$ cat src/rtl/fifo_mult_reader_pkg.sv
// Shared definitions for the fifo_mult_reader operand consumer: FSM encoding,
// default widths and the operand-pair packing layout.
package fifo_mult_reader_pkg;

    localparam int unsigned OP_W_DEF  = 8;
    localparam int unsigned CNT_W_DEF = 4;

    // Field index within a packed pair; the field starts at index*OP_W
    localparam int unsigned A_FIELD = 1;
    localparam int unsigned B_FIELD = 0;

    typedef enum logic [2:0] {
        ST_IDLE,
        ST_RD,
        ST_WAIT,
        ST_CALC,
        ST_DONE
    } state_t;

endpackage

$ cat src/rtl/fifo_mult_reader_mult_shift_add.sv
// Shift-add multiplier core: operand registers, accumulator and iteration counter.
// Define MULT_SIGNED_EN for two's-complement operands (magnitude multiply plus sign fix).
module mult_shift_add
    import fifo_mult_reader_pkg::*;
#(
    parameter int unsigned OP_W  = OP_W_DEF,
    parameter int unsigned CNT_W = CNT_W_DEF
) (
    input  logic                clk,
    input  logic                rst_n,
    input  logic                start,
    input  logic                step,
    input  logic [OP_W-1:0]     a_op,
    input  logic [OP_W-1:0]     b_op,
    output logic                last,
    output logic [2*OP_W-1:0]   result
);

    localparam int unsigned P_W = 2 * OP_W;

    logic [P_W-1:0]   a_q;
    logic [P_W-1:0]   acc_q;
    logic [OP_W-1:0]  b_q;
    logic [CNT_W-1:0] cnt_q;
    logic [OP_W-1:0]  a_mag;
    logic [OP_W-1:0]  b_mag;
    logic [P_W-1:0]   sum_c;

`ifdef MULT_SIGNED_EN
    logic neg_q;

    // Magnitude of the most negative value still fits as an unsigned OP_W number
    assign a_mag = a_op[OP_W-1] ? OP_W'(-a_op) : a_op;
    assign b_mag = b_op[OP_W-1] ? OP_W'(-b_op) : b_op;

    always_ff @(posedge clk) begin
        if (!rst_n) begin
            neg_q <= 1'b0;
        end else if (start) begin
            neg_q <= a_op[OP_W-1] ^ b_op[OP_W-1];
        end
    end

    assign result = neg_q ? P_W'(-sum_c) : sum_c;
`else
    assign a_mag  = a_op;
    assign b_mag  = b_op;
    assign result = sum_c;
`endif

    // Accumulator value after the current iteration; used for the final update too
    assign sum_c = b_q[0] ? acc_q + a_q : acc_q;
    assign last  = (cnt_q == CNT_W'(OP_W - 1));

    always_ff @(posedge clk) begin
        if (!rst_n) begin
            a_q   <= '0;
            b_q   <= '0;
            acc_q <= '0;
            cnt_q <= '0;
        end else if (start) begin
            a_q   <= P_W'(a_mag);
            b_q   <= b_mag;
            acc_q <= '0;
            cnt_q <= '0;
        end else if (step) begin
            acc_q <= sum_c;
            a_q   <= a_q << 1;
            b_q   <= b_q >> 1;
            cnt_q <= cnt_q + CNT_W'(1);
        end
    end

endmodule

$ cat src/rtl/fifo_mult_reader.sv
// FIFO read-side consumer: pops {A,B} pairs and produces A*B with a done strobe.
// Define MULT_SIGNED_EN for two's-complement multiplication.
module fifo_mult_reader
    import fifo_mult_reader_pkg::*;
#(
    parameter int unsigned OP_W  = OP_W_DEF,
    parameter int unsigned CNT_W = CNT_W_DEF
) (
    input  logic                CLK,
    input  logic                RSTn,
    input  logic                Empty_Sig,
    input  logic [2*OP_W-1:0]   FIFO_Read_Data,
    output logic                Read_Req,
    output logic                Busy_Sig,
    output logic                Done_Sig,
    output logic [2*OP_W-1:0]   Product
);

    state_t            state_q;
    state_t            state_d;
    logic              read_req_d;
    logic              busy_d;
    logic              done_d;
    logic [2*OP_W-1:0] product_d;
    logic              start;
    logic              step;
    logic              last;
    logic [2*OP_W-1:0] result;

    mult_shift_add #(
        .OP_W  (OP_W),
        .CNT_W (CNT_W)
    ) u_mult (
        .clk    (CLK),
        .rst_n  (RSTn),
        .start  (start),
        .step   (step),
        .a_op   (FIFO_Read_Data[A_FIELD*OP_W +: OP_W]),
        .b_op   (FIFO_Read_Data[B_FIELD*OP_W +: OP_W]),
        .last   (last),
        .result (result)
    );

    always_ff @(posedge CLK) begin
        if (!RSTn) begin
            state_q  <= ST_IDLE;
            Read_Req <= 1'b0;
            Busy_Sig <= 1'b0;
            Done_Sig <= 1'b0;
            Product  <= '0;
        end else begin
            state_q  <= state_d;
            Read_Req <= read_req_d;
            Busy_Sig <= busy_d;
            Done_Sig <= done_d;
            Product  <= product_d;
        end
    end

    // Next state, handshake and datapath control
    always_comb begin
        state_d    = state_q;
        read_req_d = 1'b0;
        done_d     = 1'b0;
        product_d  = Product;
        start      = 1'b0;
        step       = 1'b0;
        case (state_q)
            ST_IDLE: begin
                if (!Empty_Sig) begin
                    read_req_d = 1'b1;
                    state_d    = ST_RD;
                end
            end
            ST_RD: begin
                state_d = ST_WAIT;
            end
            ST_WAIT: begin
                start   = 1'b1;
                state_d = ST_CALC;
            end
            ST_CALC: begin
                step = 1'b1;
                if (last) begin
                    product_d = result;
                    done_d    = 1'b1;
                    state_d   = ST_DONE;
                end
            end
            ST_DONE: begin
                state_d = ST_IDLE;
            end
            default: begin
                state_d = ST_IDLE;
            end
        endcase
        busy_d = (state_d != ST_IDLE);
    end

endmodule

$ cat config.mk
export PLATFORM = sky130hd
export DESIGN_NAME = fifo_mult_reader
export DESIGN_NICKNAME = d
export VERILOG_FILES = /design/src/rtl/fifo_mult_reader_pkg.sv /design/src/rtl/fifo_mult_reader_mult_shift_add.sv /design/src/rtl/fifo_mult_reader.sv
export SDC_FILE = /design/constraint.sdc
export NUM_CORES = 1
export LEC_CHECK = 0
export BUFFER_PORTS_ARGS = -buffer_cell sky130_fd_sc_hd__buf_2
export CAP_MARGIN = 25
export CELL_PAD_IN_SITES_DETAIL_PLACEMENT = 1
export CELL_PAD_IN_SITES_GLOBAL_PLACEMENT = 1
export CORE_MARGIN = 2
export CORE_UTILIZATION = 35
export CTS_CLUSTER_DIAMETER = 50
export DETAILED_ROUTE_END_ITERATION = 10
export HOLD_SLACK_MARGIN = 0.12
export PLACE_DENSITY = 0.79
export SLEW_MARGIN = 30
export SYNTH_ARGS = -nofsm -noshare
export SYNTH_HDL_FRONTEND = slang
export SYNTH_SLANG_ARGS = --single-unit
$ cat constraint.sdc
create_clock -name CLK -period 2.1 [get_ports CLK]
set_input_delay 0.42 -clock CLK [delete_from_list [all_inputs] [get_ports CLK]]
set_output_delay 0.42 -clock CLK [all_outputs]
set_load 0.005 [all_outputs]
==> impl_metrics.tcl <==
set metrics [dict create \
    outcome "finished with violations" \
    failed_checks "negative setup slack" \
    cell_internal_pwr_mw 1.918 \
    max_slew_margin_pct 56.40 \
    setup_ws_ps -125.1 \
    grtUsageTotal_pct 19.52 \
    ys_seq_elements 66 \
    cp_slowest_cell "fa_2" \
    fin_nets 486 \
    critPathArrivalTime_ps 2440 \
    insertion_delay_ps 360 \
    first_pass_iters 4 \
    start_kind "register" \
    drc_errors 0 \
    slew_viol_final 0 \
    fp.coreArea_sq_mm 0.009684 \
    wl_um 10170 \
    grt_pass1_wl_um 15990 \
    hold_viol 0 \
    path_clk_slew_ps 80 \
    ir_drop_v 0.0003167 \
    maxCapViolCount 0 \
    ys_warn_count 0 \
    grt_overflow 0 \
    portBuffers 37 \
    tns_ps -689.4 \
    tightest_slew_ps 649.6 \
    fin_skew_ps 13.37 \
    ant_nets 0 \
    ys_async_sr_fraction_pct 0 \
    wl_met2_um 5094 \
    fmax_mhz 449.4 \
    fin_crit_ps 2225 \
    numCtsBuffers 9 \
    p_per_area_mw_per_mm2 619.3 \
    die_w_um 103.3 \
    max_stage_delay_ps 380 \
    synth_seq_area_share_pct 38.27 \
    cts.sink_count 66 \
    syn_inst 398 \
    rsz0062_at_grt "yes" \
    drive_gt1_share_pct 25.93 \
    syn-cell-area_sq_mm 0.003452 \
    drt-initial-drc-count 106 \
    leakage_nw 1.913 \
    gp_congestion 0.8937 \
    highest_layer "met4" \
    ys_types 57 \
    crit_type "register to register" \
    sw_frac_of_total_pct 27.91 \
    via_per_inst 5.413 \
    fin_crit_sh_pct 106.0 \
    synth_edf_count 0 \
    grt_pass1_vias 3236 \
    wl_met3_um 486 \
    crit_path_end_kind "register" \
    critPathBufInv 1 \
    n_antenna_cell 0 \
    wl_per_cell_um 17.29 \
    crit_required_ps 2320 \
    start_util_pct 35.65 \
    synth_area_per_cell_sq_um 8.674 \
    min_path_type "primary input to register" \
    cts_root_buf "clkbuf_8" \
    tritoncts "yes" \
    grt_max_degree 39 \
    cp_top_family "compound AO/OA/AOI/OAI gates" \
    p_switching_uw 742.8 \
    finalPower_mw 2.661 \
    cts_hold_buf 0 \
    syn_to_final_growth_pct 24.47 \
    cts_max_path_buffers 2 \
    rows 36 \
    p_comb_share_pct 13.9 \
    hpwl_um 6956 \
    syn_nets 434 \
    htreeDepth 3 \
    crit_fanout 3 \
    final-setup-viol-count 11 \
    p_clk_share_pct 35.7 \
    wl_met1_um 4414 \
    path_cells "buf_4 -> fa_2 -> a21o_1 -> a21oi_2 -> o21ai_2 -> o221a_4 -> a211o_1 -> xnor2_2 -> a31oi_1" \
    pin_count 38 \
    die_h_um 103.3 \
    p_seq_share_pct 50.4 \
    routed-via-count 3183 \
    antenna_found_initial 0 \
    die-area_sq_mm 0.01067 \
    ys.flop_type "dfxtp_1" \
]
[power by group through the flow]
stage / logic (mW) / registers [mW] / clock network (mW)
CTS: 0.355 / 1.34 / 0.970
global placement: 0.332 / 1.36 / 0
detailed placement: 0.347 / 1.37 / 0
global route: 0.404 / 1.35 / 1.03
floorplan: 0.238 / 1.35 / 0
finish: 0.369 / 1.34 / 0.951
[cells in the final DEF (no fill, tap or decap), drive strengths merged, types with 2 or more instances in the layout]
cell type  count
nor2b          7
and2           3
clkinv         3
or2            2
ha            16
buf           67
nor4           3
nand4          2
o211a         17
mux2i         21
nand3          6
nand4b         2
dfxtp         66
a21boi         4
and4b          3
a31oi          9
nand2b         4
xnor2          7
o21ai         30
o221ai         2
a21oi         34
a21o           6
o211ai         3
o221a          2
xor2           7
nor3           3
nand2         59
and3           3
o21a           2
or3            3
clkbuf        13
a22oi          3
nor2          29
[kinds of logic (layout without fill, tap and decap cells)]
kind of cell	count (synthesis)	in the layout	synth area share [%]
AND/OR/NAND/NOR	134	134	18.38
flip-flops	66	66	38.27
multiplexers	21	21	6.089
adder cells (fa/ha/maj)	17	17	6.379
AO/OA/AOI/OAI	119	119	23.99
buffers and inverters	27	84	3.334
XOR/XNOR	14	14	3.552
[Yosys cell counts, types with 2 or more instances]
cell / instances / area [sq um]
o211ai_1: 2 / 15.01
o21a_1: 2 / 15.01
buf_2: 5 / 25.02
a21boi_1: 2 / 15.01
nand4b_1: 2 / 17.52
nor4_1: 3 / 18.77
buf_1: 3 / 11.26
nor2b_1: 7 / 43.79
dfxtp_1: 66 / 1321
a21oi_2: 3 / 26.28
a21o_1: 6 / 45.04
nand4_1: 2 / 12.51
a31oi_1: 9 / 56.30
nor2_1: 29 / 108.9
o221ai_1: 2 / 17.52
nand2_1: 59 / 221.5
ha_1: 16 / 200.2
o21ai_1: 8 / 40.04
mux2i_1: 21 / 210.2
xnor2_1: 7 / 61.31
or3_1: 3 / 18.77
a22oi_1: 3 / 22.52
xor2_1: 7 / 61.31
nor3_1: 3 / 15.01
nand2b_1: 4 / 25.02
clkbuf_1: 17 / 63.81
and3_1: 3 / 18.77
o211a_1: 17 / 170.2
and4b_1: 3 / 30.03
a21oi_1: 30 / 150.1
a21boi_0: 2 / 15.01
o21ai_0: 21 / 105.1
nand3_1: 6 / 30.03
and2_1: 2 / 12.51
[worst reg2reg max path: cells and delay by family (launching register included)]
family / cells / cell delay (ps)
buffers and inverters: 1 / 130
flip-flops: 1 / 340
adder cells (fa/ha/maj): 1 / 380
XOR/XNOR: 1 / 150
AO/OA/AOI/OAI: 6 / 1080
[layout make-up]
class	instances	area [sq um]
Clock buffer	13	148.9
Multi-Input combinational cell	305	2195
Fill cell	1146	5388
Tap cell	133	166.4
Timing Repair Buffer	67	439.2
Sequential cell	66	1329
Clock inverter	3	15.01
Inverter	1	3.754
[flip-flops by register name, summed over array words and instances (netlist names)]
register      count
Done_Sig          1
Read_Req          1
Busy_Sig          1
Product          16
u_mult.acc_q     16
state_q           3
u_mult.b_q        8
u_mult.cnt_q      4
u_mult.a_q       16
[path summary, 6_finish.rpt]
kind	from	to	slack [ps]	cells past startpoint
setup reg to reg	u_mult.acc_q[1]	Product[14]	-130	9
setup / recovery	u_mult.acc_q[1]	Product[14]	-130	9
hold / removal	Empty_Sig	Read_Req	260	2
hold reg to reg	u_mult.cnt_q[1]	u_mult.cnt_q[1]	480	2
[routing by layer]
layer,global-route usage (%),up-vias
met5,0,-
met4,6.883,0
met3,4.099,17
met2,34.57,83
met1,23.39,1549
li1,-,1534
[metrics by stage]
step                      hold slack, ps  worst slack [ps]  cells  utilization [%]  area [sq um]
after global routing               259.3            -236.6    588            44.37          4297
final                              255.3            -125.1    588            44.37          4297
after detailed placement           471.5            -174.9    564            40.30          3902
after CTS                          248.8            -86.65    583            42.69          4134
after floorplan                    440.7            -45.16    398                -          3470
after global placement             449.5            -131.0    564            40.30          3902
[what timing repair did]
item,4_1_cts,5_1_grt
gates cloned,0,0
endpoints found under the hold margin,0,0
buffers inserted,3,5
pin swaps,7,20
setup endpoints to repair,11,18
resized for setup,8,23
(Power assumes the default switching activity.)
